--- src/rtl/element_tree_builder.sv ---
// Element tree builder: turns element_parser tag/attribute strobes into a
// depth-annotated OPEN/ATTR/CLOSE/ERROR record stream behind an output FIFO.
module element_tree_builder #(
  parameter int TAG_W       = 3,
  parameter int ATYPE_W     = 3,
  parameter int AVAL_W      = 16,
  parameter int STACK_DEPTH = 8,
  parameter int MAX_ATTR    = 4,
  parameter int FIFO_DEPTH  = 8,
  parameter int ID_W        = 8
) (
  input  logic                         clock,
  input  logic                         resetn,
  input  logic                         el_active,
  input  logic                         tag_done,
  input  logic [TAG_W-1:0]             element_tag,
  input  logic                         is_closing_tag,
  input  logic                         has_attribute,
  input  logic [ATYPE_W-1:0]           attribute_type,
  input  logic [AVAL_W-1:0]            attribute_value,
  input  logic                         rec_ready,
  output logic                         rec_valid,
  output logic [1:0]                   rec_kind,
  output logic [TAG_W-1:0]             rec_tag,
  output logic [$clog2(STACK_DEPTH):0] rec_depth,
  output logic [ID_W-1:0]              rec_id,
  output logic [ATYPE_W-1:0]           rec_attr_type,
  output logic [AVAL_W-1:0]            rec_attr_value,
  output logic                         busy,
  output logic                         overrun,
  output logic [1:0]                   fsm_state
);
  localparam int SP_W  = $clog2(STACK_DEPTH);
  localparam int PTR_W = $clog2(FIFO_DEPTH);
  localparam int IDX_W = (MAX_ATTR > 1) ? $clog2(MAX_ATTR) : 1;
  localparam int CNT_W = $clog2(MAX_ATTR + 1);
  localparam logic [SP_W:0]    LVL_FULL = (SP_W+1)'(STACK_DEPTH);
  localparam logic [CNT_W-1:0] CNT_FULL = CNT_W'(MAX_ATTR);

  localparam logic [1:0] S_IDLE      = 2'd0;
  localparam logic [1:0] S_OPEN_CHK  = 2'd1;
  localparam logic [1:0] S_EMIT_ATTR = 2'd2;
  localparam logic [1:0] S_CLOSE_CHK = 2'd3;

  localparam logic [1:0] K_OPEN  = 2'd0;
  localparam logic [1:0] K_ATTR  = 2'd1;
  localparam logic [1:0] K_CLOSE = 2'd2;
  localparam logic [1:0] K_ERROR = 2'd3;

  typedef struct packed {
    logic [1:0]         kind;
    logic [TAG_W-1:0]   tag;
    logic [SP_W:0]      depth;
    logic [ID_W-1:0]    id;
    logic [ATYPE_W-1:0] atype;
    logic [AVAL_W-1:0]  aval;
  } rec_t;

  logic tag_prev, attr_prev, tag_ev, attr_ev, accept;
  logic [1:0] state;

  logic [ATYPE_W-1:0] cap_type [MAX_ATTR];
  logic [AVAL_W-1:0]  cap_val  [MAX_ATTR];
  logic [CNT_W-1:0]   cap_cnt;

  logic [ATYPE_W-1:0] em_type [MAX_ATTR];
  logic [AVAL_W-1:0]  em_val  [MAX_ATTR];
  logic [TAG_W-1:0]   em_tag;
  logic [CNT_W-1:0]   em_cnt, em_idx;

  logic [TAG_W-1:0] stk_tag [STACK_DEPTH];
  logic [ID_W-1:0]  stk_id  [STACK_DEPTH];
  logic [SP_W:0]    level, lvl_dec, at_depth;
  logic [SP_W-1:0]  top_idx;
  logic [TAG_W-1:0] top_tag;
  logic [ID_W-1:0]  top_id, next_id, ovf_count, at_id;
  logic             stack_full, stack_empty;

  rec_t             mem [FIFO_DEPTH];
  rec_t             wr_rec, head, out_rec;
  logic [PTR_W:0]   wr_ptr, rd_ptr;
  logic             fifo_empty, fifo_full, do_pop, do_push, can_write, wr_en;

  assign tag_ev  = tag_done & ~tag_prev;
  assign attr_ev = has_attribute & ~attr_prev;
  assign accept  = tag_ev && (state == S_IDLE);

  assign stack_full  = (level == LVL_FULL);
  assign stack_empty = (level == '0);
  assign lvl_dec     = level - (SP_W+1)'(1);
  assign top_idx     = level[SP_W-1:0] - SP_W'(1);
  assign top_tag     = stk_tag[top_idx];
  assign top_id      = stk_id[top_idx];

  // Valid/ready: a record moves when rec_valid && rec_ready on a rising edge;
  // the head entry (and so every rec_* field) is held until that happens.
  assign fifo_empty = (wr_ptr == rd_ptr);
  assign fifo_full  = (wr_ptr[PTR_W] != rd_ptr[PTR_W]) &&
                      (wr_ptr[PTR_W-1:0] == rd_ptr[PTR_W-1:0]);
  assign rec_valid  = !fifo_empty;
  assign do_pop     = rec_valid && rec_ready;
  assign can_write  = !fifo_full || do_pop;
  assign do_push    = wr_en && can_write;

  assign head    = mem[rd_ptr[PTR_W-1:0]];
  assign out_rec = rec_valid ? head : '0;
  assign rec_kind       = out_rec.kind;
  assign rec_tag        = out_rec.tag;
  assign rec_depth      = out_rec.depth;
  assign rec_id         = out_rec.id;
  assign rec_attr_type  = out_rec.atype;
  assign rec_attr_value = out_rec.aval;
  assign busy      = (state != S_IDLE);
  assign fsm_state = state;

  always_ff @(posedge clock or negedge resetn) begin
    if (!resetn) begin
      tag_prev  <= 1'b0;
      attr_prev <= 1'b0;
      cap_cnt   <= '0;
      overrun   <= 1'b0;
    end else begin
      tag_prev  <= tag_done;
      attr_prev <= has_attribute;
      if (!el_active) cap_cnt <= '0;
      else if (accept) cap_cnt <= attr_ev ? CNT_W'(1) : '0;
      else if (attr_ev && cap_cnt != CNT_FULL) cap_cnt <= cap_cnt + CNT_W'(1);
      if ((tag_ev && state != S_IDLE) ||
          (el_active && attr_ev && !accept && cap_cnt == CNT_FULL))
        overrun <= 1'b1;
    end
  end

  // Storage arrays carry no reset; their valid extent is tracked by counters.
  always_ff @(posedge clock) begin
    if (el_active && attr_ev) begin
      if (accept) begin
        cap_type[0] <= attribute_type;
        cap_val[0]  <= attribute_value;
      end else if (cap_cnt != CNT_FULL) begin
        cap_type[cap_cnt[IDX_W-1:0]] <= attribute_type;
        cap_val[cap_cnt[IDX_W-1:0]]  <= attribute_value;
      end
    end
    if (accept) begin
      em_type <= cap_type;
      em_val  <= cap_val;
    end
    if (state == S_OPEN_CHK && can_write && !stack_full) begin
      stk_tag[level[SP_W-1:0]] <= em_tag;
      stk_id[level[SP_W-1:0]]  <= next_id;
    end
    if (do_push) mem[wr_ptr[PTR_W-1:0]] <= wr_rec;
  end

  always_comb begin
    wr_en  = 1'b0;
    wr_rec = '0;
    case (state)
      S_OPEN_CHK: begin
        wr_en      = 1'b1;
        wr_rec.tag = em_tag;
        if (stack_full) begin
          wr_rec.kind  = K_ERROR;
          wr_rec.depth = LVL_FULL;
        end else begin
          wr_rec.kind  = K_OPEN;
          wr_rec.depth = level;
          wr_rec.id    = next_id;
        end
      end
      S_EMIT_ATTR: begin
        wr_en        = 1'b1;
        wr_rec.kind  = K_ATTR;
        wr_rec.tag   = em_tag;
        wr_rec.depth = at_depth;
        wr_rec.id    = at_id;
        wr_rec.atype = em_type[em_idx[IDX_W-1:0]];
        wr_rec.aval  = em_val[em_idx[IDX_W-1:0]];
      end
      S_CLOSE_CHK: begin
        // A pending overflow count absorbs the close of a never-pushed open.
        if (ovf_count == '0) begin
          wr_en = 1'b1;
          if (stack_empty) begin
            wr_rec.kind = K_ERROR;
            wr_rec.tag  = em_tag;
          end else begin
            wr_rec.kind  = (top_tag == em_tag) ? K_CLOSE : K_ERROR;
            wr_rec.tag   = top_tag;
            wr_rec.depth = lvl_dec;
            wr_rec.id    = top_id;
          end
        end
      end
      default: ;
    endcase
  end

  always_ff @(posedge clock or negedge resetn) begin
    if (!resetn) begin
      state     <= S_IDLE;
      level     <= '0;
      next_id   <= '0;
      ovf_count <= '0;
      em_tag    <= '0;
      em_cnt    <= '0;
      em_idx    <= '0;
      at_depth  <= '0;
      at_id     <= '0;
    end else begin
      case (state)
        S_IDLE: begin
          if (tag_ev) begin
            em_tag <= element_tag;
            em_cnt <= is_closing_tag ? '0 : cap_cnt;
            em_idx <= '0;
            state  <= is_closing_tag ? S_CLOSE_CHK : S_OPEN_CHK;
          end
        end
        S_OPEN_CHK: begin
          if (can_write) begin
            if (stack_full) begin
              ovf_count <= ovf_count + ID_W'(1);
              state     <= S_IDLE;
            end else begin
              level    <= level + (SP_W+1)'(1);
              next_id  <= next_id + ID_W'(1);
              at_depth <= level;
              at_id    <= next_id;
              state    <= (em_cnt == '0) ? S_IDLE : S_EMIT_ATTR;
            end
          end
        end
        S_EMIT_ATTR: begin
          if (can_write) begin
            em_idx <= em_idx + CNT_W'(1);
            if (em_idx == em_cnt - CNT_W'(1)) state <= S_IDLE;
          end
        end
        S_CLOSE_CHK: begin
          if (ovf_count != '0) begin
            ovf_count <= ovf_count - ID_W'(1);
            state     <= S_IDLE;
          end else if (can_write) begin
            if (!stack_empty) level <= lvl_dec;
            state <= S_IDLE;
          end
        end
        default: state <= S_IDLE;
      endcase
    end
  end

  always_ff @(posedge clock or negedge resetn) begin
    if (!resetn) begin
      wr_ptr <= '0;
      rd_ptr <= '0;
    end else begin
      if (do_push) wr_ptr <= wr_ptr + (PTR_W+1)'(1);
      if (do_pop)  rd_ptr <= rd_ptr + (PTR_W+1)'(1);
    end
  end

endmodule

--- config.mk ---
export PLATFORM = sky130hd
export DESIGN_NAME = element_tree_builder
export DESIGN_NICKNAME = d
export VERILOG_FILES = /design/src/rtl/element_tree_builder.sv
export SDC_FILE = /design/constraint.sdc
export NUM_CORES = 1
export LEC_CHECK = 0
export ABC_AREA = 1
export CORE_MARGIN = 5
export CORE_UTILIZATION = 35
export CTS_BUF_LIST = sky130_fd_sc_hd__clkbuf_8
export CTS_CLUSTER_SIZE = 24
export DETAILED_ROUTE_END_ITERATION = 10
export GPL_ROUTABILITY_DRIVEN = 0
export SLEW_MARGIN = 0
export SYNTH_ARGS = -nofsm -noshare
export SYNTH_HDL_FRONTEND = slang
export SYNTH_SLANG_ARGS = --single-unit
export TNS_END_PERCENT = 5
--- constraint.sdc ---
create_clock -name clock -period 5.9 [get_ports clock]
set_input_delay 0.59 -clock clock [delete_from_list [all_inputs] [get_ports clock]]
set_output_delay 0.59 -clock clock [all_outputs]
set_load 0.01 [all_outputs]
==> impl_metrics.tcl <==
set metrics [dict create \
    drcViolationCount 0 \
    required_ps 5310 \
    yosysMostFrequentCell "edfxtp_1" \
    dieArea_mm2 0.0726 \
    use_met3_pct 3.44 \
    ant_nets 0 \
    area_growth_pct 14.7 \
    critPathKind "register to primary output" \
    use_met1_pct 19.0 \
    grt_max_degree 94 \
    power_density_mw_per_mm2 523 \
    worst-path-max-fanout 93 \
    maxSlewHeadroom_pct 29.3 \
    setup_viol 0 \
    synthMuxAreaShare_pct 0 \
    root_buffer "clkbuf_8" \
    crit_top_cell "o21ai_0" \
    core_mm2 0.0669 \
    ys_warn_count 0 \
    async_reset_ff_share_pct 9.74 \
    met2_usage_pct 24.3 \
    synth_commonest_cells "528 x edfxtp_1, 372 x nor2_1, 245 x o21ai_0, 158 x nand2_1, 97 x inv_1" \
    power_mw 14.1 \
    p_leak_nw 9.49 \
    yosys-top-cells-area "edfxtp_1 67%, dfrtp_1 6.1%, nor2_1 5.9%" \
    ys_types 44 \
    antenna_found_initial 5 \
    drive_gt1_share_pct 9.71 \
    ir_drop_mv 0.226 \
    cp_cell_sequence "buf_4 > o21ai_0 > o22ai_1 > o21ai_0 > a31oi_1 > clkdlybuf4s50_1" \
    clk_pin_slew_ps 70 \
    cts_hold_buf 0 \
    via_count 14600 \
    synth.yosys.seq_area_share_pct 73.4 \
    intPower_mw 8.86 \
    tns_ps 0 \
    drt-pass1-iter-count 5 \
    worst_slew_pin_slew_ps 1050 \
    drt-wirelength-per-cell_um 18.4 \
    synth_xor_area_share_pct 1.33 \
    slew_viol_final 0 \
    finalClockSkew_ps 49.4 \
    pwr-share-comb_pct 35.1 \
    avgSynthCellArea_um2 12.5 \
    cts_setup_buffers 0 \
    wl_mm 54.0 \
    cp_slowest_stage_delay_ps 1100 \
    synth-simple-area-share_pct 10.5 \
    switching_share_pct 37.3 \
    synth_compound_area_share_pct 9.87 \
    cts_tree "yes" \
    clk_latency_ps 680 \
    cts-buffers-inserted 88 \
    ioPinCount 70 \
    p_sw_mw 5.28 \
    grt_use_total_pct 14.6 \
    pwr-share-clk_pct 23.3 \
    cts_resized 0 \
    die_y_um 269 \
    fmax_mhz 226 \
    rows 95 \
    clock_path_buffers 3 \
    cts_sinks 585 \
    grt_remaining_overflow 0 \
    hp-class "input pin to asynchronous set/reset pin" \
    synth_area_leader_cell "edfxtp_1" \
    start_util_pct 35.2 \
    outcome "finished clean" \
    power_frac_seq_pct 41.6 \
    critPathCaptureType "primary output" \
    viasPerCell 4.99 \
    busiest_layer "met2" \
    drt-initial-drc-count 993 \
    dp_hpwl_mm 32.1 \
    cap_viol_max_count 0 \
    die_w_um 269 \
    synth_area_mm2 0.0236 \
    ys_ff_latch 585 \
    grt_pass1_wl_mm 84.3 \
    start_kind "register" \
    synth-adder-area-share_pct 1.31 \
    rsz0062_at_grt "false" \
    arrival_ps 3840 \
    hold_viol 0 \
    fin_crit_ps 4430 \
    htree_levels 3 \
    grt_pass1_vias 14600 \
    io_buffers 69 \
    synth_ff_type "edfxtp_1" \
    nets 2038 \
    slowest_stage "dfrtp_4" \
    synth_top_area_share_pct 67.3 \
    synth_cells 1890 \
    syn-num-nets 1943 \
    finalCritPeriodShare_pct 75.1 \
    synth_edf_count 528 \
    synth_top_family_by_area "simple AND/OR/NAND/NOR gates" \
]
metal layers:
| layer | part of all wire (%) | wire length [um] | vias up |
|---|---|---|---|
| li1 | - | - | 6933 |
| met1 | 43 | 23200 | 7222 |
| met2 | 48 | 26100 | 389 |
| met3 | 6.4 | 3440 | 84 |
| met4 | 2.1 | 1140 | 6 |
| met5 | 0.063 | 34 | - |
layout make-up:
type	instances	area, um^2
fill	6180	39900
antenna	2	5.00
inverter	110	419
timing repair buffer	104	948
sequential	585	17300
multi-input combinational	1096	5490
clock buffer	95	1310
tap	873	1090
clock inverter	70	468
stage by stage:
| stage | area (um^2) | worst slack [ps] | util (%) | cells | hold slack [ps] |
|---|---|---|---|---|---|
| 6_report | 27000 | 1470 | 40.4 | 2935 | 74.9 |
| 3_5_place_dp | 25200 | 2140 | 37.7 | 2768 | 405 |
| 3_3_place_gp | 25200 | 2160 | 37.7 | 2768 | 400 |
| 5_1_grt | 27000 | 1160 | 40.4 | 2934 | 131 |
| 4_1_cts | 27000 | 1390 | 40.4 | 2933 | 63.5 |
| 2_1_floorplan | 23600 | 1340 | - | 1890 | 294 |
worst paths after layout:
kind | start | to | slack (ps) | cells past startpoint
setup / recovery | rd_ptr[0] | rec_id[2] | 1470 | 6
hold / removal | resetn | attr_prev | 70 | 2
setup reg to reg | fsm_state[0] | mem[2][31] | 2240 | 8
hold reg to reg | cap_val[10] | em_val[10] | 410 | 0
max in group asynchronous | resetn | rd_ptr[0] | 5160 | 2
min in group clock | has_attribute | attr_prev | 410 | 1
flip-flops by register name, indices dropped and copies added (netlist names), 3 cells and up:
| name | flops |
|---|---|
| em_idx | 3 |
| em_tag | 3 |
| cap_cnt | 3 |
| wr_ptr | 4 |
| at_depth | 4 |
| ovf_count | 8 |
| stk_id | 64 |
| em_type | 12 |
| rd_ptr | 4 |
| level | 4 |
| cap_val | 64 |
| em_val | 64 |
| mem | 288 |
| next_id | 8 |
| cap_type | 12 |
| at_id | 8 |
| stk_tag | 24 |
| em_cnt | 3 |
power by group through the flow:
stage	Clock, mW	Combinational (mW)	Sequential (mW)
floorplan	0	3.25	5.74
global placement	0	4.89	5.93
detailed placement	0	4.99	5.97
global route	3.59	5.52	5.95
finish	3.30	4.96	5.88
CTS	3.39	5.01	5.88
cells by family (layout without fill, tap and decap cells):
kind of cell,Yosys count,count (layout)
simple gates,610,610
xor+xnor,34,34
other cells,0,2
fa+ha+maj,24,24
compound gates,428,428
buf+inv,209,379
flops,585,585
critical path: cells and delay by family (launching register included):
kind                   cells  cell delay, ps
AO/OA/AOI/OAI              4             830
buffers and inverters      2            1230
flip-flops                 1            1100
cell usage in the layout, fill, tap and decap left out, types with 47 or more instances in the layout:
cell,synthesis,layout
edfxtp_1,528,528
nor2_1,372,367
o21ai_0,245,245
nand2_1,158,158
inv_1,97,127
clkbuf_8,0,95
clkdlybuf4s50_1,0,68
dfrtp_1,57,55
a31oi_1,48,48
nand3_1,47,47
No activity file was read; power rests on OpenSTA's default activity.
